--- src/rtl/clock_set_ctrl.sv ---
// Settable 24h clock: RUN / SET_HOUR / SET_MIN with prescaler and edit blink.
// Optional inactivity timeout in set states: `define CLOCK_SET_TIMEOUT_EN.
module clock_set_ctrl #(
  parameter int CLK_FREQ  = 50_000_000,
  parameter int TIMEOUT_S = 10
) (
  input  logic       clk,
  input  logic       arstn,
  input  logic       tic_mode,
  input  logic       tic_up,
  input  logic       tic_down,
  output logic [4:0] hours,
  output logic [5:0] minutes,
  output logic [5:0] seconds,
  output logic [1:0] state,
  output logic       blink,
  output logic       sec_pulse
);

  typedef enum logic [1:0] {
    RUN      = 2'd0,
    SET_HOUR = 2'd1,
    SET_MIN  = 2'd2
  } state_t;

  localparam int PRE_W = $clog2(CLK_FREQ);
  localparam int BLK_N = CLK_FREQ / 4;
  localparam int BLK_W = (BLK_N > 1) ? $clog2(BLK_N) : 1;

  localparam logic [PRE_W-1:0] PRE_MAX = PRE_W'(CLK_FREQ - 1);
  localparam logic [BLK_W-1:0] BLK_MAX = BLK_W'(BLK_N - 1);

  state_t           r_state;
  logic [PRE_W-1:0] r_pre;
  logic [BLK_W-1:0] r_blk;
  logic [4:0]       r_hr;
  logic [5:0]       r_min;
  logic [5:0]       r_sec;
  logic             r_blink;
  logic             r_pulse;

  logic       w_any;
  logic       w_adj;
  logic       w_wrap;
  logic       w_to;
  logic [4:0] w_hr_inc;
  logic [4:0] w_hr_dec;
  logic [5:0] w_min_inc;
  logic [5:0] w_min_dec;

  assign w_any  = tic_mode | tic_up | tic_down;
  assign w_adj  = tic_up ^ tic_down;
  assign w_wrap = (r_pre == PRE_MAX);

  assign w_hr_inc  = (r_hr == 5'd23) ? 5'd0 : r_hr + 5'd1;
  assign w_hr_dec  = (r_hr == 5'd0) ? 5'd23 : r_hr - 5'd1;
  assign w_min_inc = (r_min == 6'd59) ? 6'd0 : r_min + 6'd1;
  assign w_min_dec = (r_min == 6'd0) ? 6'd59 : r_min - 6'd1;

`ifdef CLOCK_SET_TIMEOUT_EN
  localparam longint TO_N = longint'(TIMEOUT_S) * longint'(CLK_FREQ);
  localparam int     TO_W = $clog2(TO_N);

  localparam logic [TO_W-1:0] TO_MAX = TO_W'(TO_N - 1);

  logic [TO_W-1:0] r_idle;

  // Any key activity, or being in RUN, restarts the idle window.
  always_ff @(posedge clk or negedge arstn) begin
    if (!arstn) begin
      r_idle <= '0;
    end else if (r_state == RUN || w_any || w_to) begin
      r_idle <= '0;
    end else begin
      r_idle <= r_idle + TO_W'(1);
    end
  end

  assign w_to = (r_state != RUN) && !w_any && (r_idle == TO_MAX);
`else
  assign w_to = 1'b0;
`endif

  always_ff @(posedge clk or negedge arstn) begin
    if (!arstn) begin
      r_state <= RUN;
      r_pre   <= '0;
      r_blk   <= '0;
      r_hr    <= '0;
      r_min   <= '0;
      r_sec   <= '0;
      r_blink <= 1'b0;
      r_pulse <= 1'b0;
    end else begin
      r_pulse <= 1'b0;
      unique case (r_state)
        RUN: begin
          if (tic_mode) begin
            r_state <= SET_HOUR;
            r_pre   <= '0;
            r_sec   <= '0;
            r_blk   <= '0;
            r_blink <= 1'b0;
          end else if (w_wrap) begin
            r_pre   <= '0;
            r_pulse <= 1'b1;
            if (r_sec == 6'd59) begin
              r_sec <= '0;
              if (r_min == 6'd59) begin
                r_min <= '0;
                r_hr  <= w_hr_inc;
              end else begin
                r_min <= r_min + 6'd1;
              end
            end else begin
              r_sec <= r_sec + 6'd1;
            end
          end else begin
            r_pre <= r_pre + PRE_W'(1);
          end
        end
        SET_HOUR, SET_MIN: begin
          if (tic_mode) begin
            r_state <= (r_state == SET_HOUR) ? SET_MIN : RUN;
            r_pre   <= '0;
            r_blk   <= '0;
            r_blink <= 1'b0;
          end else if (w_to) begin
            r_state <= RUN;
            r_pre   <= '0;
            r_blk   <= '0;
            r_blink <= 1'b0;
          end else if (w_adj) begin
            // Edited field stays visible right after every accepted step.
            r_blk   <= '0;
            r_blink <= 1'b0;
            if (r_state == SET_HOUR) begin
              r_hr <= tic_up ? w_hr_inc : w_hr_dec;
            end else begin
              r_min <= tic_up ? w_min_inc : w_min_dec;
            end
          end else if (r_blk == BLK_MAX) begin
            r_blk   <= '0;
            r_blink <= ~r_blink;
          end else begin
            r_blk <= r_blk + BLK_W'(1);
          end
        end
        default: begin
          r_state <= RUN;
          r_pre   <= '0;
          r_blk   <= '0;
          r_blink <= 1'b0;
        end
      endcase
    end
  end

  assign hours     = r_hr;
  assign minutes   = r_min;
  assign seconds   = r_sec;
  assign state     = r_state;
  assign blink     = r_blink;
  assign sec_pulse = r_pulse;

endmodule
--- config.mk ---
export PLATFORM = sky130hd
export DESIGN_NAME = clock_set_ctrl
export DESIGN_NICKNAME = d
export VERILOG_FILES = /design/src/rtl/clock_set_ctrl.sv
export SDC_FILE = /design/constraint.sdc
export NUM_CORES = 1
export LEC_CHECK = 0
export ABC_AREA = 1
export CAP_MARGIN = 20
export CORE_UTILIZATION = 40
export CTS_BUF_LIST = sky130_fd_sc_hd__clkbuf_8 sky130_fd_sc_hd__clkbuf_16
export DETAILED_ROUTE_END_ITERATION = 8
export DONT_BUFFER_PORTS = 1
export PLACE_DENSITY = 0.5
export SYNTH_ARGS = -nofsm -noshare
export SYNTH_HDL_FRONTEND = slang
export SYNTH_SLANG_ARGS = --single-unit
--- constraint.sdc ---
create_clock -name clk -period 2.8 [get_ports clk]
set_clock_uncertainty 0.05 [all_clocks]
set_input_delay 0.14 -clock clk [delete_from_list [all_inputs] [get_ports clk]]
set_output_delay 0.14 -clock clk [all_outputs]
set_load 0.02 [all_outputs]
==> reports/qor.log <==
INFO  global_route   grt_max_degree=72
INFO  yosys          synth_ff_type=sky130_fd_sc_hd__dfrtp_1
INFO  finish         design.final.nets=719
INFO  pwr            fin_total_pwr=3970uW
INFO  yosys          number_of_enable_flip_flop_cells_after_synthesis=0
INFO  yosys          syn_nets=710
INFO  worst_hold_path hold_path_class=input port to flip-flop
INFO  finish         fill_cells=1183
INFO  setup_path     timing_worst_setup_path_type=flip-flop to flip-flop
INFO  timing         finalWorstPathRequiredPeriod=2.22ns
INFO  yosys          synth_top_area_cell=sky130_fd_sc_hd__dfrtp_1
INFO  place          gp_congestion=0.832
INFO  yosys          postSynth.asyncResetShare=100%
INFO  place          place_worst_setup_slack=0.608ns
INFO  setup_path     critical_path_required=3.04ns
INFO  global_route   grt_first_pass_wirelength=20800um
INFO  cts            clkSinkCount=71
INFO  pwr            peakVddDrop=0.405mV
INFO  timing         grt_setup_unrepaired=false
INFO  yosys          post_synth.cell_area_avg=6.98um2
INFO  cts            numCtsBuffers=9
INFO  timing         fin_setup_tns=0ns
INFO  finish         layout_cells_sized_above_1=10.3%
INFO  timing         worst-slew-pin-transition=0.503ns
INFO  timing         timing.fmax=450MHz
INFO  detailed_routing drt_iter0_markers=228
INFO  cts            cts_root_buf=sky130_fd_sc_hd__clkbuf_16
INFO  die            ios=26
INFO  pwr            power_density=742mW/mm2
INFO  finish         finalInstanceArea=0.00534mm2
INFO  timing         endpoints_failing_setup=0
INFO  yosys          netlist.area_leader.share=36.6%
INFO  finish         areaGrowthSynthToFinish=10.1%
INFO  place          dpl_cell_area=0.00501mm2
INFO  detailed_routing routed_vias_inst=5.10
INFO  die            fp.dieW=112um
INFO  cts            postCtsSetupBuffers=0
INFO  timing         slew-limit-headroom=66.4%
INFO  setup_path     cp-start-kind=flip-flop
INFO  outcome        violations=design-rule violations
INFO  die            dieHeight=112um
INFO  yosys          netlist_area_before_placement=0.00485mm2
INFO  yosys          ys_top_cells_by_area=sky130_fd_sc_hd__dfrtp_1 37%, sky130_fd_sc_hd__nand2_1 16%, sky130_fd_sc_hd__nor2_1 7.4%
INFO  global_route   grt_ovf=0
INFO  cts            clk_latency=0.35ns
INFO  place          port_buffers=0
INFO  detailed_routing routed-via-count=4349
INFO  yosys          synth-seq-area-share=36.6%
INFO  global_route   antenna_violations_before_repair=0
INFO  yosys          synth.yosys.warnings=0
INFO  detailed_routing ant_nets=0
INFO  timing         worst_slack=0.580ns
INFO  die            initial_core_util=41.8%
INFO  cts            cts_resized=0
INFO  die            fp-row-count=39
INFO  yosys          post_synth_most_frequent_cells=206 x sky130_fd_sc_hd__nand2_1, 96 x sky130_fd_sc_hd__nor2_1, 71 x sky130_fd_sc_hd__dfrtp_1
INFO  cts            cts_tree=yes
INFO  detailed_routing wire_per_inst=14.4um
INFO  yosys          synth.ff_latch_count=71
INFO  detailed_routing route.final.wire_length=12300um
INFO  pwr            power_leakage=0.00238uW
INFO  place          hpwl=9070um
INFO  yosys          post_synth_num_cell_types=39
INFO  detailed_routing first_pass_iters=7
INFO  cts            ctsHoldBuffers=3
INFO  cts            cts_clock_pin_slew_for_the_worst_setup_and_hold_paths=0.06ns
INFO  die            fp.coreArea=0.0116mm2
INFO  timing         layout_worst_path_cycle_share=79.3%
INFO  finish         antenna_cells=0
INFO  die            die_area=0.0126mm2
INFO  cts            htree_levels=3
INFO  global_route   vias_in_the_first_global_route=4163
INFO  global_route   gr-usage-all-layers=21.3%
INFO  timing         final-max-slew-violation-count=0
INFO  outcome        status=finished, violations left
INFO  cts            maximum_buffer_depth_of_the_clock_tree=2
INFO  setup_path     end_kind=flip-flop
INFO  flow_run       drv.max_cap_violation_count=0
INFO  yosys          synth.most_common_cell=sky130_fd_sc_hd__nand2_1
INFO  timing         final_hold_viol_count=0
INFO  detailed_routing drc=1
INFO  yosys          synth_cells=695
INFO  setup_path     worst-endpoint-arrival=2.46ns
INFO  setup_path     timing.critical_path.fanout_max=9
[power breakdown]
group	switching (uW)	total [uW]	internal [uW]
clock	476	1120	645
combinational	984	1450	465
sequential	273	1400	1120
[cells by family after synthesis]
group | count (synthesis) | share of synthesized area [%]
mux | 2 | 0.412
flops | 71 | 36.6
xor+xnor | 24 | 4.33
compound gates | 56 | 6.37
buf+inv | 90 | 7.42
simple gates | 442 | 42.3
fa+ha+maj | 10 | 2.58
[per-stage QoR]
| step | cells | utilization [%] | hold WS (ns) |
|---|---|---|---|
| after floorplan | 695 | - | -0.206 |
| after global placement | 833 | 43.1 | -0.204 |
| after detailed placement | 833 | 43.1 | -0.204 |
| after CTS | 852 | 46.0 | 0.00123 |
| after global routing | 852 | 46.0 | 0.0178 |
| final | 852 | 46.0 | 0.0155 |
[cells in the final DEF, fill, tap and decap left out, drive strengths merged, types with 7 or more instances in the layout]
cell type,n
nor2,113
xnor2,7
nand4,18
nand2,219
clkbuf,11
o21ai,26
xor2,17
nand3,67
ha,10
a21oi,20
inv,79
nor3,18
dfrtp,71
[metal layers]
layer | vias up | global-route usage [%] | share of wire [%]
met5 | - | 0 | 0
met4 | 0 | 8.27 | 1.7
met3 | 14 | 4.21 | 3.5
met2 | 75 | 35.4 | 49
met1 | 2024 | 27.2 | 46
li1 | 2236 | - | -
[sequential cells by signal, indices dropped and copies added, names as in the netlist]
name	count
minutes	6
seconds	6
r_blk	24
sec_pulse	1
hours	5
state	2
blink	1
r_pre	26
[worst max-delay path, cell delays in order (launching register included)]
cell                      delay, ns
sky130_fd_sc_hd__dfrtp_1       0.50
sky130_fd_sc_hd__inv_1         0.11
sky130_fd_sc_hd__ha_1          0.36
sky130_fd_sc_hd__nand2_1       0.09
sky130_fd_sc_hd__nor2_1        0.29
sky130_fd_sc_hd__nand2_2       0.13
sky130_fd_sc_hd__nor2_2        0.41
sky130_fd_sc_hd__nand3_1       0.14
sky130_fd_sc_hd__nand2_1       0.08
[area by class of cell]
type | count | area [um2] | area share [%]
multi-input combinational | 534 | 2720 | 50.8
sequential | 71 | 1780 | 33.3
inverter | 80 | 300 | 5.62
clock buffer | 11 | 253 | 4.73
tap | 143 | 179 | 3.35
timing repair buffer | 8 | 85.1 | 1.59
clock inverter | 5 | 32.5 | 0.609
[path summary, 6_finish.rpt]
check	start	endpoint	slack, ns	depth (start not counted)
min in group asynchronous	arstn	r_blk[23]	0.29	2
worst max register to register	state[1]	r_blk[21]	0.58	8
worst min-delay path	tic_mode	r_blk[11]	0.02	3
worst max-delay path	state[1]	r_blk[21]	0.58	8
max in group asynchronous	arstn	r_blk[4]	2.10	2
worst min register to register	r_pre[25]	r_pre[25]	0.46	2
(Power assumes the default switching activity.)
